`src/rtl/deser_frame_align.sv`:
```
// deser_frame_align: bitslip-based word aligner for a deserialized ADC bank.
// It watches the frame-clock word and pulses BITSLIP until that word equals
// FRAME_PATTERN, then flags the registered ADC data as valid while lock holds.
//
// state     | meaning
// ----------+-----------------------------------------------------------
// ST_WAIT   | settle for SLIP_WAIT cycles after reset/restart/slip/loss
// ST_CHECK  | count consecutive pattern matches; slip or error on a miss
// ST_SLIP   | single-cycle BITSLIP pulse to the whole ISERDES bank
// ST_LOCKED | aligned; data valid; tolerate up to MISS_LIMIT-1 misses
// ST_ERROR  | every phase tried without lock; park until RESTART/reset
module deser_frame_align #(
  parameter int                DESERF        = 8,
  parameter int                NCH           = 2,
  parameter logic [DESERF-1:0] FRAME_PATTERN = 8'hF0,
  parameter int                SLIP_WAIT     = 4,
  parameter int                MATCH_COUNT   = 16,
  parameter int                MISS_LIMIT    = 4
) (
  input  logic                  GCLK,
  input  logic                  RESETN,
  input  logic                  RESTART,
  input  logic [DESERF-1:0]     FRAME_DATA,
  input  logic [NCH*DESERF-1:0] DATA_IN,
  output logic                  BITSLIP,
  output logic                  LOCKED,
  output logic                  ALIGN_ERR,
  output logic [3:0]            SLIP_CNT,
  output logic [NCH*DESERF-1:0] DATA_OUT,
  output logic                  DATA_VALID
);

  localparam int WAIT_W  = $clog2(SLIP_WAIT + 1);
  localparam int MATCH_W = $clog2(MATCH_COUNT + 1);
  localparam int MISS_W  = $clog2(MISS_LIMIT + 1);

  localparam logic [WAIT_W-1:0]  WAIT_LAST  = WAIT_W'(SLIP_WAIT - 1);
  localparam logic [MATCH_W-1:0] MATCH_LAST = MATCH_W'(MATCH_COUNT - 1);
  localparam logic [MISS_W-1:0]  MISS_LAST  = MISS_W'(MISS_LIMIT - 1);
  localparam logic [3:0]         SLIP_LAST  = 4'(DESERF - 1);

  typedef enum logic [2:0] {
    ST_WAIT,
    ST_CHECK,
    ST_SLIP,
    ST_LOCKED,
    ST_ERROR
  } state_t;

  state_t                  state_q, state_d;
  logic [WAIT_W-1:0]       wait_cnt_q, wait_cnt_d;
  logic [MATCH_W-1:0]      match_cnt_q, match_cnt_d;
  logic [MISS_W-1:0]       miss_cnt_q, miss_cnt_d;
  logic [3:0]              slip_cnt_q, slip_cnt_d;
  logic [DESERF-1:0]       frame_q, frame_d;
  logic [NCH*DESERF-1:0]   data_out_q, data_out_d;
  logic                    frame_match;

  assign frame_match = (frame_q == FRAME_PATTERN);

  // Input/output pipeline: frame word and ADC data are captured every cycle.
  always_comb begin
    frame_d    = FRAME_DATA;
    data_out_d = DATA_IN;
  end

  // Next-state and counter logic; RESTART overrides everything.
  always_comb begin
    state_d     = state_q;
    wait_cnt_d  = wait_cnt_q;
    match_cnt_d = match_cnt_q;
    miss_cnt_d  = miss_cnt_q;
    slip_cnt_d  = slip_cnt_q;

    if (RESTART) begin
      state_d     = ST_WAIT;
      wait_cnt_d  = '0;
      match_cnt_d = '0;
      miss_cnt_d  = '0;
      slip_cnt_d  = '0;
    end else begin
      case (state_q)
        ST_WAIT: begin
          if (wait_cnt_q == WAIT_LAST) begin
            wait_cnt_d  = '0;
            match_cnt_d = '0;
            miss_cnt_d  = '0;
            state_d     = ST_CHECK;
          end else begin
            wait_cnt_d = wait_cnt_q + 1'b1;
          end
        end
        ST_CHECK: begin
          if (frame_match) begin
            match_cnt_d = match_cnt_q + 1'b1;
            if (match_cnt_q == MATCH_LAST) begin
              state_d = ST_LOCKED;
            end
          end else if (slip_cnt_q < SLIP_LAST) begin
            state_d = ST_SLIP;
          end else begin
            state_d = ST_ERROR;
          end
        end
        ST_SLIP: begin
          // Only reachable with slip_cnt_q < SLIP_LAST, so this never wraps.
          slip_cnt_d = slip_cnt_q + 1'b1;
          state_d    = ST_WAIT;
        end
        ST_LOCKED: begin
          if (frame_match) begin
            miss_cnt_d = '0;
          end else if (miss_cnt_q == MISS_LAST) begin
            state_d     = ST_WAIT;
            wait_cnt_d  = '0;
            match_cnt_d = '0;
            miss_cnt_d  = '0;
            slip_cnt_d  = '0;
          end else begin
            miss_cnt_d = miss_cnt_q + 1'b1;
          end
        end
        ST_ERROR: begin
          state_d = ST_ERROR;
        end
        default: begin
          state_d = ST_WAIT;
        end
      endcase
    end
  end

  // State, counters and data registers with asynchronous active-low reset.
  always_ff @(posedge GCLK or negedge RESETN) begin
    if (!RESETN) begin
      state_q     <= ST_WAIT;
      wait_cnt_q  <= '0;
      match_cnt_q <= '0;
      miss_cnt_q  <= '0;
      slip_cnt_q  <= '0;
      frame_q     <= '0;
      data_out_q  <= '0;
    end else begin
      state_q     <= state_d;
      wait_cnt_q  <= wait_cnt_d;
      match_cnt_q <= match_cnt_d;
      miss_cnt_q  <= miss_cnt_d;
      slip_cnt_q  <= slip_cnt_d;
      frame_q     <= frame_d;
      data_out_q  <= data_out_d;
    end
  end

  // Status outputs decode the registered state directly, so they are glitch-free
  // and drop the instant reset asserts.
  assign BITSLIP    = (state_q == ST_SLIP);
  assign LOCKED     = (state_q == ST_LOCKED);
  assign DATA_VALID = (state_q == ST_LOCKED);
  assign ALIGN_ERR  = (state_q == ST_ERROR);
  assign SLIP_CNT   = slip_cnt_q;
  assign DATA_OUT   = data_out_q;

endmodule
```
`config.mk`:
```
export PLATFORM = sky130hd
export DESIGN_NAME = deser_frame_align
export DESIGN_NICKNAME = d
export VERILOG_FILES = /design/src/rtl/deser_frame_align.sv
export SDC_FILE = /design/constraint.sdc
export NUM_CORES = 1
export LEC_CHECK = 0
export BUFFER_PORTS_ARGS = -buffer_cell sky130_fd_sc_hd__clkbuf_2
export CAP_MARGIN = 10
export CORE_UTILIZATION = 35
export CTS_CLUSTER_DIAMETER = 120
export DETAILED_ROUTE_END_ITERATION = 8
export SETUP_SLACK_MARGIN = 0.15
export SYNTH_ARGS = -nofsm -noshare
export SYNTH_HDL_FRONTEND = slang
export SYNTH_SLANG_ARGS = --single-unit
export TNS_END_PERCENT = 5
```
`constraint.sdc`:
```
create_clock -name GCLK -period 2.11 [get_ports GCLK]
set_input_delay 0 -clock GCLK [delete_from_list [all_inputs] [get_ports GCLK]]
set_output_delay 0 -clock GCLK [all_outputs]
set_load 0.005 [all_outputs]
```
==> metrics.cfg <==
[run_status]
status = completed

[die]
die_area_um2 = 5144
start_util_pct = 36.27
pin_count = 51
die_w_um = 71.73
die_h_um = 71.73
rows = 25
coreArea_um2 = 4692

[finish]
layout.cells.non_filler = 267
drive_gt1_share_pct = 33.80
antenna_cells = 0
nets = 244
layout-area-overhead-vs-synth_pct = 37.35
n_fill_cell = 424

[pwr]
p_per_area_nw_per_um2 = 668.6
power_mw = 1.563
p_leak_nw = 1.138
power_switching_uw = 383.9
p_sw_share_pct = 24.57
ir_worst_vdd_uv = 462.3
p_int_mw = 1.179
seqPwrFrac_pct = 55.6
p_clk_share_pct = 31.8
power_frac_comb_pct = 12.6

[cts]
ctsRootBufferMaster = clkbuf_8
clk_pin_slew_ns = 0.08
cts.htree.levels = 2
cts_setup_buffers = 0
cts.sinks = 42
clk_latency_ns = 0.29
cts_made_buffers = 5
cts_tree = built
clockBufferDepth = 2

[timing]
setup_violations = 0
rsz0062_at_grt = false
slew_headroom_pct = 34.11
worst-slew-pin-transition_ns = 0.9883
finalCritPeriodShare_pct = 86.86
layout_min_cycle_time_ns = 1.833
hold_ws_ns = 0.05755
final.setup.tns_ns = 0
clock.fmax_ghz = 0.5456
skew_ns = 0.006850
finalHoldViolCount = 0
slew_violations = 0

[worst_setup_path]
crit_fanout = 7
critPathLaunchType = flop
path_class = reg -> reg
cp.required_ns = 2.28
arrival_ns = 2.00
worst_setup_path_end_kind = flop

[yosys]
yosysWarningCount = 0
synth_top_family_by_area = simple AND/OR/NAND/NOR gates
syn_inst = 135
yosysSeqAreaShare_pct = 61.76
synthesis.area_um2 = 1702
ys_seq_elements = 42
synthFlopType = dfrtp_1
yosysTopAreaCellShare_pct = 61.76
yosys-top-cells-count = dfrtp_1 (42), nor2_1 (11), nand2_1 (9)
synthTopCellsByArea = dfrtp_1 (62%), ha_1 (3.7%), nor2_1 (2.4%)
synth_edf_count = 0
syn_avg_cell_area_um2 = 12.60
synthAdderAreaFrac_pct = 3.676
synth_xor_area_share_pct = 0
ys_types = 42
synth-compound-area-share_pct = 14.56
syn_nets = 167
synth_mux_area_share_pct = 2.426
synthArstFlopShare_pct = 100.0
yosysTopAreaCell = dfrtp_1
yosysMostFrequentCell = dfrtp_1
yosys.area_share.simple_pct = 15.07

[detailed_routing]
wl_um = 3514
wl_per_cell_um = 13.16
drt_iter0_drc = 56
ant_nets = 0
viasPerCell = 4.895
drc = 0
vias = 1307
drtPass1Iterations = 4

[place]
hpwl_um = 2379
io_buffers = 50
post-place-cells = 234
place.gp.congestion = 0.8192

[global_routing]
grt_pass1_wl_um = 5947
grtUsageTotal_pct = 15.54
grt_max_degree = 43
globalRouteOverflowTotal = 0
antenna_found_initial = 0
grt_pass1_vias = 1297

[run]
maxCapViolCount = 0

[worst_hold_path]
hold_path_class = in -> reg

stage by stage:
stage / setup WS (ns) / area (µm²) / util [%]
6_report: 0.2772 / 2337 / 49.81
3_3_place_gp: 0.3136 / 1996 / 42.53
5_1_grt: 0.1817 / 2337 / 49.81
3_5_place_dp: 0.2407 / 1996 / 42.53
2_1_floorplan: 0.3530 / 1702 / -
4_1_cts: 0.2344 / 2332 / 49.71
placed cells by master, fill, tap and decap left out, types with 2 or more instances in the layout:
cell and count:
a21oi_1 6, and2_1 3, clkbuf_2 50, clkbuf_8 5, dfrtp_1 42, dlygate4sd3_1 25
ha_1 5, inv_1 4, mux2i_1 3, nand2_1 9, nand2b_1 3, nand3_1 2
nand3b_1 2, nor2_1 11, nor2b_1 3, nor3_1 2, nor3b_1 2, o21a_1 2
o21ai_0 3, o21ai_2 3, o31ai_1 3
repair_timing:
item                                    4_1_cts  5_1_grt
gates resized for setup                       0        1
hold buffers                                 25        0
endpoints found under the setup margin        0        1
hold endpoints to repair                     66        0
routing by layer:
metal	share of wire, %	wire length (µm)	track usage, %
met1	42	1473	18.59
met2	50	1740	24.84
met3	7.2	254	6.470
met4	1.3	46	6.318
met5	0	0	0
worst paths after layout:
check	from	endpoint	slack [ns]	depth (start not counted)
setup reg to reg	frame_q[1]	match_cnt_q[3]	0.28	5
hold / removal	RESTART	SLIP_CNT[0]	0.06	2
setup / recovery	frame_q[1]	match_cnt_q[3]	0.28	5
hold reg to reg	miss_cnt_q[2]	miss_cnt_q[2]	0.48	1
max in group asynchronous	RESETN	frame_q[1]	1.09	2
min in group asynchronous	RESETN	SLIP_CNT[3]	0.40	2
worst max-delay path, cell delays in order (launching register included):
cell      delay, ns
dfrtp_1        0.36
or4_4          0.58
o21ba_4        0.26
o221ai_4       0.26
or2_4          0.21
o31ai_4        0.05
registers in the layout, indices dropped and copies added, names as in the netlist:
| register | cells |
|---|---|
| SLIP_CNT | 4 |
| wait_cnt_q | 3 |
| frame_q | 8 |
| DATA_OUT | 16 |
| miss_cnt_q | 3 |
| match_cnt_q | 5 |
| state_q | 3 |
kinds of logic after synthesis:
| logic type | count (synthesis) |
|---|---|
| AOI/OAI and AO/OA | 29 |
| buffers and inverters | 10 |
| and+or+nand+nor | 45 |
| muxes | 4 |
| DFF | 42 |
| adders and majority gates | 5 |
final cells by class:
cell class / instances / area, µm² / share of cell area (%)
Sequential cell: 42 / 1051 / 44.97
Multi-Input combinational cell: 83 / 613.1 / 26.23
Timing Repair Buffer: 75 / 500.5 / 21.41
Clock buffer: 6 / 72.57 / 3.105
Tap cell: 54 / 67.56 / 2.891
Inverter: 5 / 18.77 / 0.8030
Clock inverter: 2 / 13.76 / 0.5889
power groups by stage:
| stage | Sequential [mW] | Combinational (mW) | Clock (mW) |
|---|---|---|---|
| finish | 0.869 | 0.196 | 0.497 |
| global route | 0.875 | 0.221 | 0.561 |
| CTS | 0.869 | 0.197 | 0.519 |
| detailed placement | 0.885 | 0.161 | 0 |
| global placement | 0.883 | 0.153 | 0 |
| floorplan | 0.879 | 0.0866 | 0 |
(Power assumes the default switching activity.)
